$ cat src/rtl/apb_irq_ctrl_pkg.sv
// Shared constants and types for the APB interrupt controller.
package apb_irq_ctrl_pkg;

  localparam int unsigned CTRL_A     = 'h000;
  localparam int unsigned EDGE_CFG_A = 'h004;
  localparam int unsigned ENABLE_A   = 'h008;
  localparam int unsigned PENDING_A  = 'h00C;
  localparam int unsigned CLAIM_A    = 'h010;
  localparam int unsigned INSVC_A    = 'h014;

  localparam int NUM_SRC_DEF = 8;

  function automatic int id_width(input int num_src);
    return $clog2(num_src + 1);
  endfunction

  localparam int ID_W = id_width(NUM_SRC_DEF);

  typedef enum logic [1:0] {IDLE, PENDING, IN_SERVICE} src_state_e;

endpackage

$ cat src/rtl/apb_irq_ctrl_if.sv
// APB3 slave bus bundle used between the core fabric and the interrupt controller.
interface apb_irq_ctrl_if #(parameter int APB_ADDR_WIDTH = 12);
  logic [APB_ADDR_WIDTH-1:0] PADDR;
  logic [31:0]               PWDATA;
  logic                      PWRITE;
  logic                      PSEL;
  logic                      PENABLE;
  logic [31:0]               PRDATA;
  logic                      PREADY;
  logic                      PSLVERR;

  modport master (output PADDR, PWDATA, PWRITE, PSEL, PENABLE,
                  input  PRDATA, PREADY, PSLVERR);
  modport slave  (input  PADDR, PWDATA, PWRITE, PSEL, PENABLE,
                  output PRDATA, PREADY, PSLVERR);
endinterface

$ cat src/rtl/apb_irq_ctrl_src_cell.sv
// One interrupt source: synchroniser, rising-edge detect, pending latch and in-service bit.
module irq_src_cell
  import apb_irq_ctrl_pkg::*;
(
  input  logic       clk,
  input  logic       rst_n,
  input  logic       src,
  input  logic       edge_mode,
  input  logic       w1c,
  input  logic       claim,
  input  logic       complete,
  output logic       pending,
  output logic       in_service,
  output src_state_e state
);

  logic sync1, sync2, dly, pending_q, rise;

  assign rise = sync2 & ~dly;

  // A fresh edge beats a same-cycle W1C or claim so no request is lost.
  always_ff @(posedge clk or negedge rst_n) begin
    if (!rst_n) begin
      sync1      <= 1'b0;
      sync2      <= 1'b0;
      dly        <= 1'b0;
      pending_q  <= 1'b0;
      in_service <= 1'b0;
    end else begin
      sync1      <= src;
      sync2      <= sync1;
      dly        <= sync2;
      pending_q  <= edge_mode & (rise | (pending_q & ~(w1c | claim)));
      in_service <= (in_service | claim) & ~complete;
    end
  end

  assign pending = edge_mode ? pending_q : sync2;

  always_comb begin
    state = IDLE;
    if (in_service)   state = IN_SERVICE;
    else if (pending) state = PENDING;
  end

endmodule

$ cat src/rtl/apb_irq_ctrl.sv
// APB interrupt controller: register decode, fixed-priority claim and registered irq_o.
module apb_irq_ctrl
  import apb_irq_ctrl_pkg::*;
#(
  parameter int APB_ADDR_WIDTH = 12,
  parameter int NUM_SRC        = NUM_SRC_DEF
) (
  input  logic               HCLK,
  input  logic               HRESETn,
  apb_irq_ctrl_if.slave      apb,
  input  logic [NUM_SRC-1:0] irq_src_i,
  output logic               irq_o
);

  localparam int IDW = id_width(NUM_SRC);

  logic               ctrl_en;
  logic [NUM_SRC-1:0] edge_cfg, enable, pending, in_service, eligible, grant;
  logic [NUM_SRC-1:0] claim_vec, w1c_vec, complete_vec;
  logic [IDW-1:0]     claim_id;
  src_state_e         state [NUM_SRC];
  logic access, wr, rd, is_ctrl, is_edge, is_enable, is_pending, is_claim, is_insvc;
  logic mapped, bad_id;

  assign access     = apb.PSEL & apb.PENABLE;
  assign wr         = access & apb.PWRITE;
  assign rd         = access & ~apb.PWRITE;
  assign is_ctrl    = apb.PADDR == APB_ADDR_WIDTH'(CTRL_A);
  assign is_edge    = apb.PADDR == APB_ADDR_WIDTH'(EDGE_CFG_A);
  assign is_enable  = apb.PADDR == APB_ADDR_WIDTH'(ENABLE_A);
  assign is_pending = apb.PADDR == APB_ADDR_WIDTH'(PENDING_A);
  assign is_claim   = apb.PADDR == APB_ADDR_WIDTH'(CLAIM_A);
  assign is_insvc   = apb.PADDR == APB_ADDR_WIDTH'(INSVC_A);
  assign mapped     = is_ctrl | is_edge | is_enable | is_pending | is_claim | is_insvc;
  assign bad_id     = (apb.PWDATA == 32'd0) | (apb.PWDATA > 32'(NUM_SRC));

  assign apb.PREADY  = 1'b1;
  assign apb.PSLVERR = access & (~mapped | (apb.PWRITE & is_claim & bad_id));

  for (genvar g = 0; g < NUM_SRC; g++) begin : g_src
    irq_src_cell u_cell (
      .clk        (HCLK),
      .rst_n      (HRESETn),
      .src        (irq_src_i[g]),
      .edge_mode  (edge_cfg[g]),
      .w1c        (w1c_vec[g]),
      .claim      (claim_vec[g]),
      .complete   (complete_vec[g]),
      .pending    (pending[g]),
      .in_service (in_service[g]),
      .state      (state[g])
    );
    assign eligible[g] = (state[g] == PENDING) & enable[g];
  end

  // Lowest index wins: scanning downward leaves the smallest eligible index last.
  always_comb begin
    grant    = '0;
    claim_id = '0;
    for (int i = NUM_SRC - 1; i >= 0; i--) begin
      if (eligible[i]) begin
        grant    = '0;
        grant[i] = 1'b1;
        claim_id = IDW'(i + 1);
      end
    end
  end

  always_comb begin
    claim_vec    = grant & {NUM_SRC{rd & is_claim}};
    w1c_vec      = apb.PWDATA[NUM_SRC-1:0] & {NUM_SRC{wr & is_pending}};
    complete_vec = '0;
    for (int i = 0; i < NUM_SRC; i++) begin
      complete_vec[i] = wr & is_claim & (apb.PWDATA == 32'(i + 1));
    end
  end

  always_comb begin
    apb.PRDATA = '0;
    if (apb.PSEL) begin
      if (is_ctrl)    apb.PRDATA = {31'd0, ctrl_en};
      if (is_edge)    apb.PRDATA = 32'(edge_cfg);
      if (is_enable)  apb.PRDATA = 32'(enable);
      if (is_pending) apb.PRDATA = 32'(pending);
      if (is_claim)   apb.PRDATA = 32'(claim_id);
      if (is_insvc)   apb.PRDATA = 32'(in_service);
    end
  end

  always_ff @(posedge HCLK or negedge HRESETn) begin
    if (!HRESETn) begin
      ctrl_en  <= 1'b0;
      edge_cfg <= '0;
      enable   <= '0;
      irq_o    <= 1'b0;
    end else begin
      if (wr & is_ctrl)   ctrl_en  <= apb.PWDATA[0];
      if (wr & is_edge)   edge_cfg <= apb.PWDATA[NUM_SRC-1:0];
      if (wr & is_enable) enable   <= apb.PWDATA[NUM_SRC-1:0];
      irq_o <= ctrl_en & |eligible;
    end
  end

endmodule

$ cat src/flat_wrapper.sv
// flat-port wrapper written by rule: the top's interface ports become plain ports
module apb_irq_ctrl_flat import apb_irq_ctrl_pkg::*;
#(
  parameter int APB_ADDR_WIDTH = 12,
  parameter int NUM_SRC        = NUM_SRC_DEF
)
  (HCLK, HRESETn, irq_src_i, irq_o, apb_PADDR, apb_PWDATA, apb_PWRITE, apb_PSEL, apb_PENABLE, apb_PRDATA, apb_PREADY, apb_PSLVERR);
  apb_irq_ctrl_if #(.APB_ADDR_WIDTH(APB_ADDR_WIDTH)) apb_i ();
  input  logic HCLK;
  input  logic HRESETn;
  input  logic [NUM_SRC-1:0] irq_src_i;
  output logic irq_o;
  input wire logic [$bits(apb_i.PADDR)-1:0] apb_PADDR;
  input wire logic [$bits(apb_i.PWDATA)-1:0] apb_PWDATA;
  input wire logic [$bits(apb_i.PWRITE)-1:0] apb_PWRITE;
  input wire logic [$bits(apb_i.PSEL)-1:0] apb_PSEL;
  input wire logic [$bits(apb_i.PENABLE)-1:0] apb_PENABLE;
  output wire logic [$bits(apb_i.PRDATA)-1:0] apb_PRDATA;
  output wire logic [$bits(apb_i.PREADY)-1:0] apb_PREADY;
  output wire logic [$bits(apb_i.PSLVERR)-1:0] apb_PSLVERR;
  assign apb_i.PADDR = apb_PADDR;
  assign apb_i.PWDATA = apb_PWDATA;
  assign apb_i.PWRITE = apb_PWRITE;
  assign apb_i.PSEL = apb_PSEL;
  assign apb_i.PENABLE = apb_PENABLE;
  assign apb_PRDATA = apb_i.PRDATA;
  assign apb_PREADY = apb_i.PREADY;
  assign apb_PSLVERR = apb_i.PSLVERR;
  apb_irq_ctrl #(.APB_ADDR_WIDTH(APB_ADDR_WIDTH), .NUM_SRC(NUM_SRC)) u_core (.HCLK(HCLK), .HRESETn(HRESETn), .apb(apb_i), .irq_src_i(irq_src_i), .irq_o(irq_o));
endmodule
$ cat config.mk
export PLATFORM = sky130hd
export DESIGN_NAME = apb_irq_ctrl_flat
export DESIGN_NICKNAME = d
export VERILOG_FILES = /design/src/rtl/apb_irq_ctrl_pkg.sv /design/src/rtl/apb_irq_ctrl_if.sv /design/src/rtl/apb_irq_ctrl_src_cell.sv /design/src/rtl/apb_irq_ctrl.sv /design/src/flat_wrapper.sv
export SDC_FILE = /design/constraint.sdc
export NUM_CORES = 1
export LEC_CHECK = 0
export ABC_CLOCK_PERIOD_IN_PS = 2400
export CORE_MARGIN = 8
export CORE_UTILIZATION = 30
export CTS_CLUSTER_DIAMETER = 40
export DETAILED_ROUTE_END_ITERATION = 8
export MAX_ROUTING_LAYER = met4
export PLACE_DENSITY = 0.5
export SKIP_LAST_GASP = 1
export SLEW_MARGIN = 5
export SYNTH_ARGS = -nofsm -noshare
export SYNTH_HDL_FRONTEND = slang
export SYNTH_HIERARCHICAL = 1
export SYNTH_SLANG_ARGS = --single-unit
$ cat constraint.sdc
create_clock -name HCLK -period 2.4 [get_ports HCLK]
set_clock_uncertainty 0.05 [all_clocks]
set_input_delay 0.48 -clock HCLK [delete_from_list [all_inputs] [get_ports HCLK]]
set_output_delay 0.48 -clock HCLK [all_outputs]
set_load 0.005 [all_outputs]
======== Yosys cells after proc, flatten, opt, wreduce, memory -nomap -nowiden ========
Cells that the tools add are included.
word-level totals
  flip-flop bits (word level) ............. 58
  word-level logic and storage cells ...... 236
operators by class
  magnitude comparators ................... 1
  multiplexer cells ....................... 47
  bitwise operators ....................... 120
  reductions and logical operators ........ 3
  equal/unequal tests ..................... 21
operator list
  kind                 count
  $eq 32x3->1 const B  4
  $mux 8               13
  $eq 32x2->1 const B  2
  $and 1x1->1          61
  $eq 32x1->1 const B  1
  $eq 32x4->1 const B  1
  $gt 32x4->1 const B  1
  $logic_not 32->1     1
  $mux 32              1
  $mux 4               8
  $or 1x1->1           31
  $not 1->1            26
  $eq 12x4->1 const B  2
  $eq 12x5->1 const B  2
  $mux 1               17
  $and 8x8->8          2
  $eq 2x1->1 const B   8
  $mux 2               8
  $eq 12x3->1 const B  1
  $logic_not 12->1     1
  $reduce_or 8->1      1

======== Depth between registers and ports, before layout ========
  word-level depth ........................ 19
  mapped depth ............................ 9
  depth with buffers taken out ............ 8

======== Cells and area by module ========
Netlist, hierarchy kept.
modules (own cells, without submodules)
  module        sequential area each (um2)  instances  area an instance (um2)  cells each
  apb_irq_ctrl  450.4                       1          1,826.8                 214
  irq_src_cell  125.1                       8          188.9                   14

======== Worst setup path after synthesis ========
No wires, ideal clock.
  path type ............................... in2reg
  start ................................... input apb_PADDR[2]
  end ..................................... register u_core.g_src[0].u_cell.in_service
  arrival ................................. 2.214 ns
  setup slack ............................. 0.019 ns
  data required time ...................... 2.233 ns
  path buffers ............................ 2
  setup time .............................. 0.117 ns
  cell stages on the path ................. 8
  path through ............................ buf_6 -> nor3b_4 -> nand4_4 -> or4_4 -> buf_6 -> or4_4 -> nor2_1 -> nor2_1
between the ends
  cells in the longest elaborated chain, start to end .. 5
  elaborated cells between the ends (all ways) .. 8
ends and longest elaborated chain
  element                           line                         source
  start, declared                   flat_wrapper.sv:13           input wire logic [$bits(apb_i.PADDR)-1:0] apb_PADDR;
  $eq 12x5->1                       apb_irq_ctrl.sv:32           assign is_claim = apb.PADDR == APB_ADDR_WIDTH'(CLAIM_A);
  $and 1x1->1 (2 in a row)          apb_irq_ctrl.sv:74           complete_vec[i] = wr & is_claim & (apb.PWDATA == 32'(i + 1));
  named net u_core.complete_vec[0]  apb_irq_ctrl.sv:19           logic [NUM_SRC-1:0] claim_vec, w1c_vec, complete_vec;
  $not 1->1                         apb_irq_ctrl_src_cell.sv:34  in_service <= (in_service | claim) & ~complete;
  $and 1x1->1                       apb_irq_ctrl_src_cell.sv:34
  end signal, assigned              apb_irq_ctrl_src_cell.sv:34
  end, declared                     apb_irq_ctrl_src_cell.sv:13  output logic in_service,
The timed path passes the listed nets, and every way through them passes these cells.
A chain may end at the register's enable or synchronous reset.

==> metrics.yaml <==
root_buffer: "clkbuf_8"
yosysTopAreaCell: "dfrtp_1"
reg2reg_setup_slack_ns: 0.38
hpwl_um: 7720
hold_path_class: "input pin to async pin"
fin_crit_sh: 1.08
first_pass_iters: 4
drt_iter0_markers: 97
area_growth_pct: 59.0
drt-wirelength-per-cell_um: 16.7
pre_cts_slack_ns: -0.820
num_rows: 38
max_freq_mhz: 384
critPathMaxFanout: 3
vias: 3017
synth_cell_types: 47
ios: 92
cts.clk_slew.worst_paths_ns: 0.07
gp_congestion: 0.908
cap_violations: 0
p_clk_frac: 0.395
p_sw_frac: 0.256
grt_max_degree: 37
power_switching_uw: 551
die_area_um2: 14800
max_slew.worst_pin.slew_ns: 0.549
status: "finished with violations"
layout_commonest_cell: "buf_4"
required_ns: 1.87
numCtsBuffers: 9
fin_crit_ns: 2.60
wl_um: 10600
critical_path_class: "register to output port"
internal_power_mw: 1.61
worst_slack_ns: -0.203
finalHoldViolCount: 0
numPortBuffers: 66
cts.sinks: 58
leakage_nw: 2.51
slew_headroom: 0.634
fin_hold_ws_ns: 0.0590
grt_usage: 0.150
htreeDepth: 3
antenna_found_initial: 0
crit_path_cell_trace: "nand2b_4, a21oi_4, and3b_2, nor3_2, buf_4, a311oi_2, o21bai_1, a21oi_1, buf_2"
layout.nets: 548
grt_overflow: 0
grt_pass1_wl_um: 16800
synth_top_area_share: 0.435
final_cell_mix: "buf_4, dfrtp_1, nor2_1, dlygate4sd2_1, conb_1"
die_w_um: 121
yosysWarnings: 6
layout-drive-gt1-share: 0.500
finalSetupViolations: 5
maxSlewViolCount: 0
cts_tree: "built"
syn_avg_cell_area_um2: 10.2
ir_drop_uv: 244
power_frac_seq: 0.469
start_util: 0.308
p_comb_frac: 0.136
critPathLaunchType: "register"
cellPowerDensity_nw_per_um2: 406
drc_errors: 0
violations: "negative setup slack"
hold_buffers: 0
cts_buffer_depth: 2
cp_slowest_cell: "dfrtp_1"
max_stage_delay_ns: 0.41
netlist_top_cells_area: "dfrtp_1, mux2_2, buf_4"
first_global_vias: 3294
postSynthCellCount: 326
ys_seq_area_frac: 0.435
rsz0062_at_grt: "true"
syn_area_um2: 3340
fin_tns_setup_ns: -0.813
viasPerCell: 4.74
insertion_delay_ns: 0.35
coreArea_um2: 10800
crit_arrival_ns: 2.07
crit_path_end_kind: "output port"
fillers: 1049
synth_seq_cells: 58
die_height_um: 121
ant_nets: 0
num_antenna_cells: 0
-- worst paths after layout --
| path | cells past startpoint | to | from |
|---|---|---|---|
| setup / recovery | 9 | apb_PRDATA[3] | u_core/edge_cfg[1] |
| hold / removal | 1 | u_core/g_src[7].u_cell/sync1 | HRESETn |
| setup reg to reg | 10 | u_core/g_src[3].u_cell/pending_q | u_core/edge_cfg[0] |
| hold reg to reg | 0 | u_core/g_src[0].u_cell/sync2 | u_core/g_src[0].u_cell/sync1 |
| max in group asynchronous | 2 | u_core/g_src[4].u_cell/sync2 | HRESETn |
| min in group HCLK | 0 | u_core/g_src[0].u_cell/sync2 | u_core/g_src[0].u_cell/sync1 |
-- state kept, by name, summed over array words and instances (netlist names) --
signal	flops
u_core/ctrl_en	1
u_core/edge_cfg	8
u_core/enable	8
u_core/g_src.u_cell/dly	8
u_core/g_src.u_cell/in_service	8
u_core/g_src.u_cell/pending_q	8
u_core/g_src.u_cell/sync1	8
u_core/g_src.u_cell/sync2	8
u_core/irq_o	1
-- power groups by stage --
stage / Sequential [mW] / Clock (mW) / Combinational, mW
floorplan: 1.03 / 0 / 0.110
global placement: 1.03 / 0 / 0.270
detailed placement: 1.03 / 0 / 0.271
CTS: 1.01 / 0.888 / 0.282
global route: 1.01 / 0.930 / 0.317
finish: 1.01 / 0.853 / 0.292
-- kinds of logic after synthesis --
group	after synthesis	synth area share
other	2	0.00225
muxes	24	0.0810
xor gates and xnor gates	1	0.00262
AOI/OAI and AO/OA	47	0.111
buffers and inverters	49	0.0990
DFF	58	0.435
and+or+nand+nor	145	0.269
-- critical path: cells and delay by family (launching register included) --
| family | cells | cell delay, ns |
|---|---|---|
| AO/OA/AOI/OAI | 4 | 0.59 |
| flip-flops | 1 | 0.41 |
| buffers and inverters | 2 | 0.28 |
| AND/OR/NAND/NOR | 3 | 0.44 |
-- routing by layer --
layer,vias up,part of all wire,global-route usage,routed length [µm]
met5,-,0,-,0
li1,1431,-,-,-
met4,0,0.032,0.0933,339
met1,1439,0.44,0.184,4710
met3,25,0.065,0.0316,685
met2,122,0.46,0.222,4860
-- metrics by stage --
| stage | total power [mW] | cell area [µm²] | utilization | std cells |
|---|---|---|---|---|
| floorplan | 1.14 | 3420 | - | 349 |
| global placement | 1.30 | 4650 | 0.429 | 598 |
| detailed placement | 1.30 | 4650 | 0.429 | 598 |
| CTS | 2.18 | 5100 | 0.470 | 627 |
| global route | 2.26 | 5310 | 0.490 | 636 |
| finish | 2.16 | 5310 | 0.490 | 636 |
-- cell usage after synthesis, drive strengths merged --
library cell  number
mux2              24
o21bai             1
nand3b             6
nor3               7
o32ai              8
or2                1
and4b              1
a21oi             17
nand2             34
nand4              4
nand2b            10
conb               2
o211ai             2
or4                2
xor2               1
inv                7
buf               36
clkbuf             6
o31ai              1
a311oi             2
nor2b              3
and4               1
o22ai              2
nor2              38
o311ai             1
nand3              4
or3                1
nor3b              3
dfrtp             58
and3               1
nor4              14
and2              10
o21a               1
a31oi              2
and3b              5
o21ai              3
a22oi              7
-- layout make-up --
class	count	area, µm²	area share
Inverter	7	26.3	0.00495
Tap cell	140	175	0.0330
Clock buffer	12	165	0.0311
Timing Repair Buffer	173	1510	0.285
Multi-Input combinational cell	242	1950	0.368
Clock inverter	4	25.0	0.00471
Sequential cell	58	1450	0.273
-- repair_timing --
item	in CTS	in global routing
setup endpoints to repair	18	15
setup buffers	13	10
resized for setup	123	46
pin swaps	41	38
Note: power is estimated with default switching activity, not from simulation.
